File: src/rtl/display_pkg.sv
// display_pkg: active-low seven-segment patterns, digit-enable codes and the BCD decoder
package display_pkg;
    localparam logic [6:0] SEG_0     = 7'b1000000;
    localparam logic [6:0] SEG_1     = 7'b1111001;
    localparam logic [6:0] SEG_2     = 7'b0100100;
    localparam logic [6:0] SEG_3     = 7'b0110000;
    localparam logic [6:0] SEG_4     = 7'b0011001;
    localparam logic [6:0] SEG_5     = 7'b0010010;
    localparam logic [6:0] SEG_6     = 7'b0000010;
    localparam logic [6:0] SEG_7     = 7'b1111000;
    localparam logic [6:0] SEG_8     = 7'b0000000;
    localparam logic [6:0] SEG_9     = 7'b0010000;
    localparam logic [6:0] SEG_DASH  = 7'b0111111;
    localparam logic [6:0] SEG_BLANK = 7'b1111111;
    localparam logic [1:0] AN_UNITS  = 2'b10;
    localparam logic [1:0] AN_TENS   = 2'b01;
    localparam logic [1:0] AN_OFF    = 2'b11;

    function automatic logic [6:0] bcd_to_seg(input logic [3:0] v);
        case (v)
            4'd0:    return SEG_0;
            4'd1:    return SEG_1;
            4'd2:    return SEG_2;
            4'd3:    return SEG_3;
            4'd4:    return SEG_4;
            4'd5:    return SEG_5;
            4'd6:    return SEG_6;
            4'd7:    return SEG_7;
            4'd8:    return SEG_8;
            4'd9:    return SEG_9;
            default: return SEG_DASH;
        endcase
    endfunction
endpackage

File: src/rtl/scan_prescaler.sv
// scan_prescaler: free-running 0..SCAN_DIV-1 counter, tick high on the terminal count
module scan_prescaler #(
    parameter int SCAN_DIV = 50000
) (
    input  logic clk,
    input  logic rst,
    output logic tick
);
    localparam int W = (SCAN_DIV > 1) ? $clog2(SCAN_DIV) : 1;

    logic [W-1:0] cnt;

    assign tick = cnt == W'(SCAN_DIV - 1);

    always_ff @(posedge clk) begin
        cnt <= (rst || tick) ? '0 : cnt + 1'b1;
    end
endmodule

File: src/rtl/decade_display_mux.sv
// decade_display_mux: tens counter fed by the decade counter, driving a 2-digit multiplexed display
module decade_display_mux
    import display_pkg::*;
#(
    parameter int SCAN_DIV = 50000,
    parameter bit BLANK_LZ = 1'b1
) (
    input  logic       clk,
    input  logic       rst,
    input  logic [3:0] count,
    input  logic       ten,
    output logic [6:0] seg,
    output logic [1:0] an,
    output logic [3:0] tens_digit,
    output logic       ovf
);
    logic       ten_q;
    logic       inc;
    logic       tick;
    logic       sel;
    logic       blank;
    logic [6:0] seg_d;
    logic [1:0] an_d;

    scan_prescaler #(.SCAN_DIV(SCAN_DIV)) u_prescaler (
        .clk (clk),
        .rst (rst),
        .tick(tick)
    );

    assign inc   = ten & ~ten_q;
    assign blank = BLANK_LZ && tens_digit == 4'd0;

    // tens slot shows the pre-increment value when inc lands in the same cycle
    always_comb begin
        seg_d = !sel ? bcd_to_seg(count) : blank ? SEG_BLANK : bcd_to_seg(tens_digit);
        an_d  = !sel ? AN_UNITS : blank ? AN_OFF : AN_TENS;
    end

    always_ff @(posedge clk) begin
        if (rst) begin
            ten_q      <= 1'b0;
            sel        <= 1'b0;
            tens_digit <= 4'd0;
            ovf        <= 1'b0;
            seg        <= SEG_BLANK;
            an         <= AN_OFF;
        end else begin
            ten_q      <= ten;
            sel        <= sel ^ tick;
            ovf        <= inc && tens_digit == 4'd9;
            tens_digit <= !inc ? tens_digit : (tens_digit == 4'd9) ? 4'd0 : tens_digit + 4'd1;
            seg        <= seg_d;
            an         <= an_d;
        end
    end
endmodule

File: config.mk
export PLATFORM = sky130hd
export DESIGN_NAME = decade_display_mux
export DESIGN_NICKNAME = d
export VERILOG_FILES = /design/src/rtl/display_pkg.sv /design/src/rtl/scan_prescaler.sv /design/src/rtl/decade_display_mux.sv
export SDC_FILE = /design/constraint.sdc
export NUM_CORES = 1
export LEC_CHECK = 0
export ABC_AREA = 1
export BUFFER_PORTS_ARGS = -buffer_cell sky130_fd_sc_hd__buf_2
export CAP_MARGIN = 40
export CORE_MARGIN = 4
export CORE_UTILIZATION = 40
export DETAILED_ROUTE_END_ITERATION = 10
export PLACE_DENSITY = 0.66
export SYNTH_ARGS = -nofsm -noshare
export SYNTH_HDL_FRONTEND = slang
export SYNTH_SLANG_ARGS = --single-unit
File: constraint.sdc
create_clock -name clk -period 1.85 [get_ports clk]
set_clock_uncertainty 0.05 [all_clocks]
set_input_delay 0.37 -clock clk [delete_from_list [all_inputs] [get_ports clk]]
set_output_delay 0.37 -clock clk [all_outputs]
set_load 0.02 [all_outputs]
==> results.yml, run 1 <==
global_route:
  antenna_found_initial: 0
  grtUsageMet1_pct: 16.5
  grt_pass1_vias: 1619
  grtUsageMet3_pct: 4.41
  grt_use_met2_pct: 23.3
  grt_pass1_wl_mm: 6.71
  grt.total_usage_pct: 13.7
  grt_remaining_overflow: 0
  grt_max_degree: 16
  top_usage_layer: "met2"
worst_setup_path:
  slowest_delay_ns: 0.32
  end_kind: "flop"
  crit_chain: "inv_1 -> ha_2 -> nand2_2 -> nor2_2 -> buf_4 -> a21oi_4 -> nand2_2 -> inv_2 -> ha_1 -> inv_1 -> nand3_2 -> nand3_1 -> nand2_1"
  worst-setup-path-type: "reg -> reg"
  arrival_ns: 1.93
  worst_ep_required_time_ns: 1.99
  cp-start-kind: "flop"
  critPathMaxFanout: 3
  crit_slowest_cell: "dfxtp_2"
floorplan:
  initial_core_util_pct: 41.3
  fp.dieW_um: 77.8
  pin_count: 21
  die_area_um2: 6050
  rows: 25
  die_h_um: 77.8
  coreArea_um2: 4720
sta:
  hold_viol: 0
  worst_pin_slew_ns: 0.361
  hold_ws_ns: 0.301
  setup_viol: 0
  final.setup.tns_ns: 0
  fmax_mhz: 559
  slew_headroom_pct: 75.9
  maxSlewViolCount: 0
  period_share_pct: 96.7
  fin_crit_ns: 1.79
placement:
  gp_congestion: 0.856
  placed_area_um2: 2160
  dp_hpwl_mm: 2.96
  portBuffers: 20
clocking:
  clock_latency_ns: 0.29
  numClockSinks: 39
  tritoncts: "done"
  clkSlewWorstSetupHoldPaths_ns: 0.07
  numCtsBuffers: 5
  htreeDepth: 2
  hold_buffers: 0
  cts_root_buf: "clkbuf_8"
  clockBufferDepth: 2
drt:
  final_antenna_net_count: 0
  drt_wl_total_mm: 3.86
  drt-initial-drc-count: 98
  dr.pass1.iters: 5
  vias_per_cell: 4.59
  vias: 1692
  drcViolationCount: 0
  wire_per_inst_um: 10.4
layout:
  final_net_count: 323
  n_antenna_cell: 0
  fin_area_um2: 2310
  areaGrowthSynthToFinish_pct: 18.7
  drive_gt1_share_pct: 20.9
synthesis:
  synth_area_leader_cell: "dfxtp_1"
  ys_seq_elements: 39
  yosysWarnings: 0
  synth_area_um2: 1950
  synth-edff-count: 0
  syn_nets: 288
  synthTopCellsByArea: "dfxtp_1 (40%), nand2_1 (11%), ha_1 (9.0%)"
  syn_inst: 267
  ys_types: 23
  async_flop_share_pct: 0
  yosysMostFrequentCell: "nand2_1"
  synth_seq_area_share_pct: 40.1
  synth.top_cell.area_share_pct: 40.1
  synth_common_cells: "nand2_1 (56), inv_1 (44), dfxtp_1 (39), nor2_1 (34), nand3_1 (21)"
  synth_ff_type: "dfxtp_1"
  synth.avg_cell_area_um2: 7.30
run:
  maxCapViolCount: 0
pwr:
  p_seq_share_pct: 52.8
  p_leak_nw: 1.03
  combPwrFrac_pct: 13.4
  vdd_drop_max_mv: 0.336
  switching_share_pct: 25.9
  p_clk_share_pct: 33.9
  p_per_area_nw_per_um2: 734
  p_int_mw: 1.26
  switchingPower_mw: 0.439
min_path:
  worstHoldPathType: "in -> reg"
run_status:
  outcome: "finished, final reports clean"
-- power groups by stage --
| stage | clock (mW) | combinational, mW | sequential [mW] |
|---|---|---|---|
| final | 0.575 | 0.227 | 0.895 |
| after global routing | 0.637 | 0.262 | 0.900 |
| after CTS | 0.604 | 0.208 | 0.896 |
| after detailed placement | 0 | 0.207 | 0.916 |
| after global placement | 0 | 0.205 | 0.914 |
| after floorplan | 0 | 0.119 | 0.937 |
-- stage by stage --
stage          power (mW)  utilization [%]  worst slack, ns  cells
2_1_floorplan        1.06                -           0.0157    267
3_3_place_gp         1.12             45.8           0.0908    358
3_5_place_dp         1.12             45.8           0.0197    358
4_1_cts              1.71             47.7           0.0208    365
5_1_grt              1.80             49.0          -0.0492    369
6_report             1.70             49.0           0.0602    369
-- cell type report --
type / count / area [um^2]
Inverter: 46 / 173
Tap cell: 67 / 83.8
Timing Repair Buffer: 29 / 171
Sequential cell: 39 / 786
Clock buffer: 6 / 82.6
Multi-Input combinational cell: 181 / 1010
Fill cell: 455 / 2410
Clock inverter: 1 / 5.00
-- metal layers --
metal / wire [um] / vias up
met5: 0 / -
met4: 40 / 0
li1: - / 906
met1: 1740 / 751
met3: 192 / 5
met2: 1880 / 30
-- logic make-up after synthesis --
logic type      after synthesis  share of synthesized area, %
xor+xnor                      5                          2.25
buf+inv                      47                          9.63
compound gates               27                          7.96
fa+ha+maj                    14                          8.99
simple gates                135                          31.1
flops                        39                          40.1
-- layout by cell type, fill, tap and decap left out, types with 7 or more instances in the layout --
cell and n:
buf_2 20, dfxtp_1 37, buf_4 8, nand2_1 53, o21ai_0 10, nand3_1 20
nor3_1 7, nor2_1 32, inv_1 42, nand2_2 8, a21oi_1 9, ha_1 12
-- critical path, delay by kind of cell, from the launching register on --
family	cells	cell delay, ns
AOI/OAI and AO/OA	1	0.17
adders and majority gates	2	0.40
buffers and inverters	4	0.34
DFF	1	0.32
and+or+nand+nor	6	0.41
-- final timing paths --
check | depth (start not counted) | to | slack [ns] | startpoint
hold reg to reg | 2 | seg[3]$_SDFF_PP1_ | 0.41 | flop
setup / recovery | 13 | flop | 0.06 | tens_digit[1]$_SDFFE_PP0N_
hold / removal | 2 | ovf$_SDFF_PP0_ | 0.30 | rst
setup reg to reg | 13 | flop | 0.06 | tens_digit[1]$_SDFFE_PP0N_
-- timing repair --
item | in CTS | in global routing
resized for setup | 0 | 12
setup endpoints to repair | 0 | 5
buffers inserted | 0 | 4
(Power assumes the default switching activity.)
==> run 2: changes to the inputs <==
==> constraint.sdc (replaced) <==
create_clock -name clk -period 1.85 [get_ports clk]
set_clock_uncertainty 0.05 [all_clocks]
set_input_delay 0.185 -clock clk [delete_from_list [all_inputs] [get_ports clk]]
set_output_delay 0.185 -clock clk [all_outputs]
set_load 0.02 [all_outputs]
==> run 2 against run 1 <==
Against the previous run: total power increased by 8.8%; clock power increased by 26%; die area did not move; final cell count decreased by 0.27%; design area grew 1.1%; sequential share of layout area shrank 0.38 points; register-to-register slack improved by 0.02 ns; fmax rose by 0.91%; first-iteration DRC count down 14%; sequential power is essentially flat; routed wire length grew 2.7%.
==> results.yml, run 2 (synthesized netlist as in run 1, its figures left out) <==
drt:
  met2WireLength_mm: 1.82
  drt-initial-drc-count: 84
  vias_per_cell: 4.61
  top_layer: "met4"
  wire_per_inst_um: 10.8
  vias: 1696
  drt_wl_total_mm: 3.96
  m1WireLength_mm: 1.87
  wl_met3_um: 153
  drcViolationCount: 0
  dr.pass1.iters: 4
  final_antenna_net_count: 0
sta:
  fmax_mhz: 564
  setup_viol: 0
  period_share_pct: 95.9
  worst_pin_slew_ns: 0.364
  hold_viol: 0
  hold_ws_ns: 0.156
  fin_crit_ns: 1.77
  final.setup.tns_ns: 0
  maxSlewViolCount: 0
  slew_headroom_pct: 75.6
placement:
  placed_area_um2: 2160
  portBuffers: 20
  dp_hpwl_mm: 2.89
  gp_congestion: 0.840
  dp.cells: 358
worst_setup_path:
  r2r_setup_slack_ns: 0.08
  critPathMaxFanout: 3
  crit_chain: "inv_2 -> ha_1 -> nand2_2 -> nor2_4 -> nand2_2 -> nand2_2 -> nor2_4 -> inv_2 -> ha_1 -> inv_1 -> nand3_2 -> nand3_1 -> nand2_1"
  critPathBufInv: 3
  crit_start: "tens_digit[1]$_SDFFE_PP0N_"
  end_kind: "flop"
  slowest_delay_ns: 0.34
  arrival_ns: 1.91
  cp_top_family: "simple AND/OR/NAND/NOR gates"
  worst-setup-path-type: "reg -> reg"
  worst_ep_required_time_ns: 1.98
  crit_top_cell: "nand2_2"
  crit_slowest_cell: "dfxtp_2"
  cp-start-kind: "flop"
  regToRegStartpoint: "tens_digit[1]$_SDFFE_PP0N_"
  rr_worst_depth: 13
  critical_path_depth: 13
global_route:
  grt_pass1_vias: 1615
  grt_pass1_wl_mm: 6.67
  grt.total_usage_pct: 13.4
  grt_max_degree: 16
  grt_remaining_overflow: 0
  antenna_found_initial: 0
clocking:
  hold_buffers: 0
  cts_root_buf: "clkbuf_8"
  numCtsBuffers: 5
  numClockSinks: 39
  tritoncts: "done"
  clockBufferDepth: 2
  clock_latency_ns: 0.28
  clkSlewWorstSetupHoldPaths_ns: 0.08
  htreeDepth: 2
floorplan:
  pin_count: 21
  fp.dieW_um: 77.8
  die_h_um: 77.8
  coreArea_um2: 4720
  rows: 25
  die_area_um2: 6050
  initial_core_util_pct: 41.3
pwr:
  p_per_area_nw_per_um2: 789
  vdd_drop_max_mv: 0.470
  p_leak_nw: 1.04
layout:
  areaGrowthSynthToFinish_pct: 20.0
  final_cell_mix: "nand2_1 (52), inv_1 (42), dfxtp_1 (37)"
  stdcell_count: 368
  final_net_count: 321
  fin_area_um2: 2340
  drive_gt1_share_pct: 20.6
  n_antenna_cell: 0
  layout_commonest_cell: "nand2_1"
run:
  maxCapViolCount: 0
run_status:
  outcome: "finished, final reports clean"
min_path:
  worstHoldPathType: "in -> reg"
==> run 2: cell count changes in the layout (fill, tap and decap cells not counted), sizes merged <==
cell / delta
bufinv: +1
buf: -2
==> run 2: power by group <==
part	switching (mW)	leakage [nW]	internal, mW
combinational	0.143	0.654	0.0854
clock	0.287	0.0612	0.436
sequential	0.0161	0.321	0.879
total	0.446	1.04	1.40
==> run 2: worst register-to-register path: cells and delay by family, from the launching register on <==
family | cells | cell delay (ns)
buffers and inverters | 3 | 0.18
DFF | 1 | 0.34
adders and majority gates | 2 | 0.46
and+or+nand+nor | 8 | 0.65
==> run 2: timing repair <==
| item | 4_1_cts | 5_1_grt |
|---|---|---|
| pin swaps | 0 | 2 |
| endpoints found under the hold margin | 0 | 0 |
| resized for setup | 1 | 11 |
| setup buffers | 0 | 2 |
| setup endpoints to repair | 1 | 6 |
==> run 2: metrics by stage <==
step	utilization (%)	power [mW]	worst slack, ns
after floorplan	-	1.06	0.0157
after global placement	45.8	1.12	0.0829
after detailed placement	45.8	1.12	0.00978
after CTS	48.3	1.85	0.0166
after global routing	49.5	1.94	-0.0388
final	49.5	1.85	0.0764
==> run 2: layout make-up <==
class / count / area (um^2)
clock buffers: 6 / 82.6
clock inverters: 2 / 35.0
fillers: 461 / 2380
inverters: 46 / 173
multi-input cells: 181 / 1030
flip-flops and latches: 39 / 786
well taps: 67 / 83.8
repair buffers: 27 / 153
==> run 2: per-layer routing <==
layer,up-vias,GRT usage (%)
li1,903,-
met1,745,16.2
met2,35,22.2
met3,13,3.25
met4,0,6.41
met5,-,0
==> run 2: how the worst min path moves through the flow <==
stage | from | end | slack, ns | cells past startpoint
after floorplan | rst | sel$_SDFF_PP0_ | 0.20 | 1
after global placement | flop | seg[0]$_SDFF_PP1_ | 0.40 | 1
after detailed placement | flop | seg[3]$_SDFF_PP1_ | 0.39 | 2
after CTS | ten | ten_q$_SDFF_PP0_ | 0.14 | 3
after global routing | rst | sel$_SDFF_PP0_ | 0.18 | 3
final | rst | ovf$_SDFF_PP0_ | 0.16 | 3
